===== src/rtl/video_pattern_generator.sv =====
// AXI4-Stream video test-pattern source: gradient, colour bars, checker and ramp with line/frame blanking.
// Define PATGEN_FRAME_CNT_EN to add frame_cnt_o and animate the gradient pattern per frame.
module video_pattern_generator #(
   parameter int IMG_WIDTH  = 640,
   parameter int IMG_HEIGHT = 480,
   parameter int COMP_W     = 8,
   parameter int H_BLANK    = 0,
   parameter int V_BLANK    = 0,
   parameter int CHK_LOG2   = 5,
   parameter int CNT_W      = 12
) (
   input  logic                  clk_i,
   input  logic                  rst_ni,
   input  logic                  enable_i,
   input  logic [1:0]            mode_i,
   input  logic                  m_axis_tready,
   output logic                  m_axis_tvalid,
   output logic [4*COMP_W-1:0]   m_axis_tdata,
   output logic                  m_axis_tlast,
   output logic                  m_axis_tuser,
   output logic                  frame_done_o
`ifdef PATGEN_FRAME_CNT_EN
   ,
   output logic [15:0]           frame_cnt_o
`endif
);
   localparam int TDATA_W = 4*COMP_W;
   localparam logic [CNT_W-1:0] W_LAST   = CNT_W'(IMG_WIDTH - 1);
   localparam logic [CNT_W-1:0] H_LAST   = CNT_W'(IMG_HEIGHT - 1);
   localparam logic [CNT_W-1:0] BAR_LAST = CNT_W'(IMG_WIDTH/8 - 1);
   localparam logic [CNT_W-1:0] HB_LAST  = CNT_W'(H_BLANK - 1);
   localparam logic [CNT_W-1:0] VB_LAST  = CNT_W'(V_BLANK - 1);

   typedef enum logic [1:0] {IDLE, ACTIVE, HBLANK, VBLANK} state_t;

   state_t             state_reg, state_next;
   logic [CNT_W-1:0]   x_reg, x_next, y_reg, y_next;
   logic [CNT_W-1:0]   blank_reg, blank_next;
   logic [CNT_W-1:0]   bar_px_reg, bar_px_next;
   logic [2:0]         bar_idx_reg, bar_idx_next;
   logic [1:0]         mode_reg, mode_next;
   logic               tvalid_reg, valid_next;
   logic [TDATA_W-1:0] tdata_reg;
   logic               tlast_reg, tuser_reg, done_reg, done_next;
   logic               accept, start_frame;
   logic [CNT_W:0]     coord_sum;
   logic [COMP_W-1:0]  grad_val, r_val, g_val, b_val;
`ifdef PATGEN_FRAME_CNT_EN
   logic [15:0]        fcnt_reg, fcnt_next;
`endif

   assign accept = tvalid_reg & m_axis_tready;

   always_comb begin
      state_next   = state_reg;
      x_next       = x_reg;
      y_next       = y_reg;
      blank_next   = blank_reg;
      bar_px_next  = bar_px_reg;
      bar_idx_next = bar_idx_reg;
      mode_next    = mode_reg;
      valid_next   = tvalid_reg;
      done_next    = 1'b0;
      start_frame  = 1'b0;
      case (state_reg)
         IDLE: begin
            valid_next = 1'b0;
            if (enable_i) start_frame = 1'b1;
         end
         ACTIVE: begin
            if (accept) begin
               if (x_reg == W_LAST) begin
                  x_next       = '0;
                  bar_px_next  = '0;
                  bar_idx_next = '0;
                  if (y_reg == H_LAST) begin
                     y_next    = '0;
                     done_next = 1'b1;
                     if (V_BLANK > 0) begin
                        state_next = VBLANK;
                        blank_next = '0;
                        valid_next = 1'b0;
                     end else if (enable_i) begin
                        start_frame = 1'b1;
                     end else begin
                        state_next = IDLE;
                        valid_next = 1'b0;
                     end
                  end else begin
                     y_next = y_reg + 1'b1;
                     if (H_BLANK > 0) begin
                        state_next = HBLANK;
                        blank_next = '0;
                        valid_next = 1'b0;
                     end
                  end
               end else begin
                  x_next = x_reg + 1'b1;
                  // Bar index tracks x without a divider
                  if (bar_px_reg == BAR_LAST) begin
                     bar_px_next  = '0;
                     bar_idx_next = bar_idx_reg + 3'd1;
                  end else begin
                     bar_px_next = bar_px_reg + 1'b1;
                  end
               end
            end
         end
         HBLANK: begin
            if (blank_reg == HB_LAST) begin
               state_next = ACTIVE;
               valid_next = 1'b1;
            end else begin
               blank_next = blank_reg + 1'b1;
            end
         end
         VBLANK: begin
            if (blank_reg == VB_LAST) begin
               if (enable_i) begin
                  start_frame = 1'b1;
               end else begin
                  state_next = IDLE;
               end
            end else begin
               blank_next = blank_reg + 1'b1;
            end
         end
         default: state_next = IDLE;
      endcase
      if (start_frame) begin
         state_next   = ACTIVE;
         x_next       = '0;
         y_next       = '0;
         bar_px_next  = '0;
         bar_idx_next = '0;
         mode_next    = mode_i;
         valid_next   = 1'b1;
      end
   end

`ifdef PATGEN_FRAME_CNT_EN
   assign fcnt_next   = done_next ? fcnt_reg + 16'd1 : fcnt_reg;
   assign frame_cnt_o = fcnt_reg;
`endif

   // Pixel is built from the next coordinates so the output register holds it through stalls
   always_comb begin
      coord_sum = {1'b0, x_next} + {1'b0, y_next};
      grad_val  = COMP_W'(coord_sum >> 1);
`ifdef PATGEN_FRAME_CNT_EN
      grad_val  = grad_val + COMP_W'(fcnt_next);
`endif
      r_val = '0;
      g_val = '0;
      b_val = '0;
      case (mode_next)
         2'd0: begin
            r_val = grad_val;
            g_val = grad_val;
            b_val = grad_val;
         end
         2'd1: begin
            r_val = {COMP_W{~bar_idx_next[1]}};
            g_val = {COMP_W{~bar_idx_next[2]}};
            b_val = {COMP_W{~bar_idx_next[0]}};
         end
         2'd2: begin
            r_val = {COMP_W{x_next[CHK_LOG2] ^ y_next[CHK_LOG2]}};
            g_val = r_val;
            b_val = r_val;
         end
         default: begin
            r_val = COMP_W'(x_next);
            g_val = COMP_W'(y_next);
         end
      endcase
   end

   always_ff @(posedge clk_i or negedge rst_ni) begin
      if (!rst_ni) begin
         state_reg   <= IDLE;
         x_reg       <= '0;
         y_reg       <= '0;
         blank_reg   <= '0;
         bar_px_reg  <= '0;
         bar_idx_reg <= '0;
         mode_reg    <= '0;
         tvalid_reg  <= 1'b0;
         tdata_reg   <= '0;
         tlast_reg   <= 1'b0;
         tuser_reg   <= 1'b0;
         done_reg    <= 1'b0;
`ifdef PATGEN_FRAME_CNT_EN
         fcnt_reg    <= '0;
`endif
      end else begin
         state_reg   <= state_next;
         x_reg       <= x_next;
         y_reg       <= y_next;
         blank_reg   <= blank_next;
         bar_px_reg  <= bar_px_next;
         bar_idx_reg <= bar_idx_next;
         mode_reg    <= mode_next;
         tvalid_reg  <= valid_next;
         tdata_reg   <= valid_next ? {{COMP_W{1'b0}}, r_val, g_val, b_val} : '0;
         tlast_reg   <= valid_next && (x_next == W_LAST);
         tuser_reg   <= valid_next && (x_next == '0) && (y_next == '0);
         done_reg    <= done_next;
`ifdef PATGEN_FRAME_CNT_EN
         fcnt_reg    <= fcnt_next;
`endif
      end
   end

   assign m_axis_tvalid = tvalid_reg;
   assign m_axis_tdata  = tdata_reg;
   assign m_axis_tlast  = tlast_reg;
   assign m_axis_tuser  = tuser_reg;
   assign frame_done_o  = done_reg;
endmodule


===== config.mk =====
export PLATFORM = sky130hd
export DESIGN_NAME = video_pattern_generator
export DESIGN_NICKNAME = d
export VERILOG_FILES = /design/src/rtl/video_pattern_generator.sv
export SDC_FILE = /design/constraint.sdc
export NUM_CORES = 1
export LEC_CHECK = 0
export CAP_MARGIN = 30
export CORE_ASPECT_RATIO = 0.6
export CORE_MARGIN = 2
export CORE_UTILIZATION = 52
export CTS_CLUSTER_SIZE = 16
export DETAILED_ROUTE_END_ITERATION = 7
export HOLD_SLACK_MARGIN = 0.06
export PLACE_DENSITY = 0.76
export SLEW_MARGIN = 20
export SYNTH_ARGS = -nofsm -noshare
export SYNTH_HDL_FRONTEND = slang
export SYNTH_SLANG_ARGS = --single-unit

===== constraint.sdc =====
create_clock -name clk_i -period 3.9 [get_ports clk_i]
set_clock_uncertainty 0.05 [all_clocks]
set_input_delay 1.17 -clock clk_i [delete_from_list [all_inputs] [get_ports clk_i]]
set_output_delay 1.17 -clock clk_i [all_outputs]
set_load 0.005 [all_outputs]

# ---- After elaboration in Yosys (flattened, before gate mapping)
# Index checks and enable logic that the tools add are counted.
dict set report totals {
  romBits 0
  n_memories 0
  reg_bits 83
  out_inout_bits 36
  ramBits 0
  in_bits 6
  wordCells 102
  latchBits 0
}
dict set report classes {
  bitwise 6
  n_addsub 6
  div_mod_pow 0
  magnitude_cmp 0
  n_shift 0
  eq_ne 15
  n_mux 49
  n_mul 0
  reduce_logical 14
}
# cell n
set ops {}
lappend ops {{12-bit two-way mux} 14}
lappend ops {{8-bit one-hot mux with 3 select lines} 3}
lappend ops {{12-bit by 1-bit adder with 12-bit output, second input constant} 4}
lappend ops {{12-bit by 10-bit == test with 1-bit output, second input constant} 2}
lappend ops {{12-bit logical NOT} 2}
lappend ops {{24-bit two-way mux} 1}
lappend ops {{2-bit two-way mux} 8}
lappend ops {{1-bit two-way mux} 15}
lappend ops {{3-bit two-way mux} 5}
lappend ops {{3-bit inequality test, second input constant} 5}
lappend ops {{12-bit == test, second input constant} 1}
lappend ops {{12-bit by 7-bit == test with 1-bit output, second input constant} 1}
lappend ops {{12-bit by 9-bit == test with 1-bit output, second input constant} 1}
lappend ops {{9-bit adder} 1}
lappend ops {{2-bit == test, second input constant} 3}
lappend ops {{1-bit one-hot mux with 3 select lines} 2}
lappend ops {{2-bit one-hot mux with 3 select lines} 1}
lappend ops {{6-bit AND reduction} 1}
lappend ops {{2-bit by 1-bit == test with 1-bit output, second input constant} 2}
lappend ops {{2-bit logical NOT} 2}
lappend ops {{1-bit NOT} 4}
lappend ops {{2-bit AND reduction} 2}
lappend ops {{2-bit nonzero test} 2}
lappend ops {{4-bit nonzero test} 1}
lappend ops {{other kinds (5)} 7}

# ---- Longest topological paths before layout
dict set report depth {
  ltp_word 9
  ltp_mapped 17
  depth_no_buf 14
}

# ---- Least setup slack after synthesis
# No wires, ideal clock.
dict set report synth_timing {
  path_type {in2reg}
  startpoint {input m_axis_tready}
  endpoint {register tdata_reg[20], in the netlist m_axis_tdata[20]}
  setup_time_ns 0.083
  t_arrival_ns 4.081
  n_path_buf 2
  setup_slack_ns -0.314
  cell_stages 12
  required_ns 3.767
  path_cell_list {nand3_1 > or4_1 > buf_2 > clkbuf_1 > or3_1 > a21oi_1 > ha_1 > and2_1 > a22o_1 > a311oi_1 > mux2_2 > o21ai_0}
}
dict set report synth_via {
  elab_chain_cells 7
  elab_cells_between_ends 24
  cone_classes {add/sub (1); eq/ne (2); mux (17); bitwise (3); reduce/logical (1)}
}
# element line_no
set synth_rtl {}
lappend synth_rtl {{from (decl)} 16} ;# input logic m_axis_tready,
lappend synth_rtl {{1-bit AND *} 52} ;# assign accept = tvalid_reg & m_axis_tready;
lappend synth_rtl {{1-bit two-way mux or 12-bit two-way mux (tied branches)} 71} ;# if (accept) begin
lappend synth_rtl {{1-bit one-hot mux with 3 select lines or 12-bit two-way mux (tied branches)} 65} ;# case (state_reg)
lappend synth_rtl {{12-bit two-way mux *} 130} ;# if (start_frame) begin
lappend synth_rtl {{named net y_next[4]} 37} ;# logic [CNT_W-1:0] x_reg, x_next, y_reg, y_next;
lappend synth_rtl {{9-bit adder *} 148} ;# coord_sum = {1'b0, x_next} + {1'b0, y_next};
lappend synth_rtl {{8-bit one-hot mux with 3 select lines *} 156} ;# case (mode_next)
lappend synth_rtl {{24-bit two-way mux *} 205} ;# tdata_reg <= valid_next ? {{COMP_W{1'b0}}, r_val, g_val, b_val} : '0;
lappend synth_rtl {{to (signal assigned)} 205}
lappend synth_rtl {{to (decl)} 43} ;# logic [TDATA_W-1:0] tdata_reg;
# The timed path passes the listed nets; every way through them passes the cells marked *.
# A chain may end at the register's enable or synchronous reset.

# ---- Worst setup path after layout
# Same ends and word-level chain as after synthesis.

==> results.yml <==
layout:
  area.sequential_sq_mm: 0.001752
  multi_input_comb_area_sq_mm: 0.002280
  final_area_sq_mm: 0.005620
  fin_nets: 592
  antenna_cells: 0
  area_growth_pct: 37.88
  nFillCells: 563
  largest_register_ffs: 24
  fin_cells: 683
  drive_above_1_share: 0.2608
min_path:
  worstHoldPathType: "reg2reg"
  hold_depth: 2
  hp-start: "bar_px_reg[1]"
  whs_endpoint: "bar_px_reg[1]"
detailed_routing:
  drcViolationCount: 0
  drt_first_pass_iters: 5
  routed_via_density: 6.009
  ant_nets: 0
  drtIter0Drc: 467
  wire_per_inst_um: 19.01
  num_vias: 4104
  drt-total-wl_um: 12990
timing:
  hold_viol: 0
  timing.setup.tns_ns: 0
  worst_slew_pin_slew_ns: 0.7255
  report.final.slew_viol_count: 0
  timing.final.crit_share: 0.9751
  period_minus_slack_ns: 3.803
  fmax_mhz: 263.0
  holdWs_ns: 0.4653
  setup_violations: 0
  relSlewSlack: 0.5141
clock_network:
  cts.clk_slew.worst_paths_ns: 0.05
  cts-root-buf: "clkbuf_16"
  h-tree-depth: 3
  clockBufferDepth: 2
  cts.sinks: 70
  cts_buffers: 9
  cts_hold_buffers: 0
  clk_latency_ns: 0.34
  cts_tree: "yes"
critical_path:
  r2r-end: "m_axis_tdata[20]"
  rrSetupSlack_ns: 0.1
  reg2reg_depth: 13
  required_ns: 4.10
  crit_fanout: 10
  start_kind: "input pin"
  crit_path_end_kind: "flip-flop"
  crit_arrival_ns: 4.00
  r2r_start: "x_reg[0]"
  crit_type: "in2reg"
synth:
  yosysTopAreaCell: "dfrtp_1"
  synth_common_cells: "dfrtp_1 (70), nor2_1 (40), nand2_1 (38)"
  synth_top_area_frac: 0.4297
  ys_top_cells_by_area: "dfrtp_1 (43%), a21oi_1 (4.2%), nor2_1 (3.7%), nand2_1 (3.5%), o21ai_0 (3.4%)"
  async_reset_ff_frac: 1.000
  ys_seq_area_frac: 0.4297
  yosysUniqueCellTypes: 61
  synth_edf_count: 0
  synth.most_common_cell: "dfrtp_1"
  synth-seq-cells: 70
  syn_inst: 449
  ys.warnings.count: 0
  syn_avg_cell_area_sq_um: 9.079
  netlist_area_sq_mm: 0.004076
  ys.flop_type: "dfrtp_1"
global_routing:
  antenna_found_initial: 0
  met2_usage: 0.4624
  track_usage: 0.3177
  busiest_layer: "met1"
  grt_overflow: 0
  met3_usage: 0.09766
  grt_pass1_wl_um: 20530
  met1_usage: 0.4695
  grt_pass1_vias: 3816
  grt_max_degree: 27
place:
  place_inst: 658
  gp_congestion: 0.9727
  port_buffers: 33
  dp_hpwl_um: 10040
  placed_cell_area_sq_mm: 0.005187
power:
  leakage_nw: 2.660
  ir_worst_vdd_mv: 0.3576
  total_power_w: 0.002562
  p_per_area_mw_per_mm2: 455.9
die:
  die_w_um: 118.3
  die-area_sq_mm: 0.008587
  row_count: 24
  core_area_sq_mm: 0.007417
  ios: 42
  dieHeight_um: 72.58
  start_util: 0.5496
status:
  status: "complete, no violations"
job:
  drv_cap: 0
-- layer usage --
metal / wire, um / vias up
met2: 5422 / 247
met1: 5968 / 1979
li1: - / 1861
met5: 0 / -
met3: 1463 / 17
met4: 132 / 0
-- worst max-delay path by stage --
stage                        startpoint                to  cells after the start
after detailed placement  m_axis_tready   m_axis_tdata[3]                     14
after global placement    m_axis_tready  m_axis_tdata[19]                     13
after global routing      m_axis_tready  m_axis_tdata[15]                     15
after CTS                 m_axis_tready   m_axis_tdata[3]                     13
after floorplan           m_axis_tready  m_axis_tdata[20]                     12
final                     m_axis_tready  m_axis_tdata[20]                     13
-- where the power goes --
part	internal, W	switching [W]	leakage (nW)
Clock	0.000529	0.000302	0.146
Sequential	0.000825	0.0000950	0.925
Combinational	0.000409	0.000403	1.59
Total	0.00176	0.000800	2.66
-- area by class of cell --
| class | instances | area share |
|---|---|---|
| Clock buffer | 13 | 0.04630 |
| Clock inverter | 3 | 0.007569 |
| Inverter | 17 | 0.01135 |
| Multi-Input combinational cell | 341 | 0.4056 |
| Sequential cell | 70 | 0.3117 |
| Tap cell | 104 | 0.02315 |
| Timing Repair Buffer | 135 | 0.1943 |
-- cells by family (layout without fill, tap and decap cells) --
family | Yosys count | count (layout) | synth area share
AND/OR/NAND/NOR | 183 | 183 | 0.2379
AO/OA/AOI/OAI | 105 | 105 | 0.1636
flip-flops | 70 | 70 | 0.4297
buffers and inverters | 45 | 168 | 0.04972
XOR/XNOR | 23 | 23 | 0.05126
adder cells (fa/ha/maj) | 12 | 12 | 0.03867
multiplexers | 10 | 10 | 0.02824
other | 1 | 8 | 0.0009199
-- what timing repair did --
item	in CTS	in global routing
gates resized for setup	11	5
pin swaps	8	6
setup endpoints to repair	18	12
cloned	0	0
buffers inserted	5	4
-- cells in the final DEF (no fill, tap or decap), drive strengths merged, types with 3 or more instances in the layout --
| cell | count |
|---|---|
| nor4b | 4 |
| dfrtp | 70 |
| clkdlybuf4s50 | 30 |
| xnor2 | 11 |
| nor3 | 11 |
| xor2 | 12 |
| clkbuf | 13 |
| mux2i | 7 |
| nor2b | 3 |
| nand2b | 7 |
| inv | 17 |
| a21oi | 35 |
| and3 | 14 |
| and2 | 3 |
| ha | 11 |
| nand3 | 22 |
| nand2 | 38 |
| nor2 | 40 |
| a31oi | 8 |
| nand4 | 11 |
| o31ai | 3 |
| o21ai | 30 |
| buf | 103 |
| nor4 | 10 |
| or4 | 5 |
| o2111ai | 4 |
| conb | 8 |
| or3 | 7 |
| a21o | 4 |
-- critical path, cell delays in order --
cell	delay [ns]
dlygate4sd2_1	0.22
nand3_2	0.11
or4_1	0.41
buf_4	0.19
or3_4	0.35
a21oi_4	0.18
ha_4	0.23
and2_1	0.15
a22o_1	0.21
a311oi_2	0.20
buf_4	0.16
mux2_4	0.30
o21ai_0	0.09
-- per-stage QoR --
step / util / worst slack [ns]
4_1_cts: 0.7503 / 0.06855
3_3_place_gp: 0.6994 / -0.5199
6_report: 0.7578 / 0.09713
2_1_floorplan: - / -0.006662
5_1_grt: 0.7578 / -0.007476
3_5_place_dp: 0.6994 / -0.5577
Note: power is estimated with default switching activity, not from simulation.
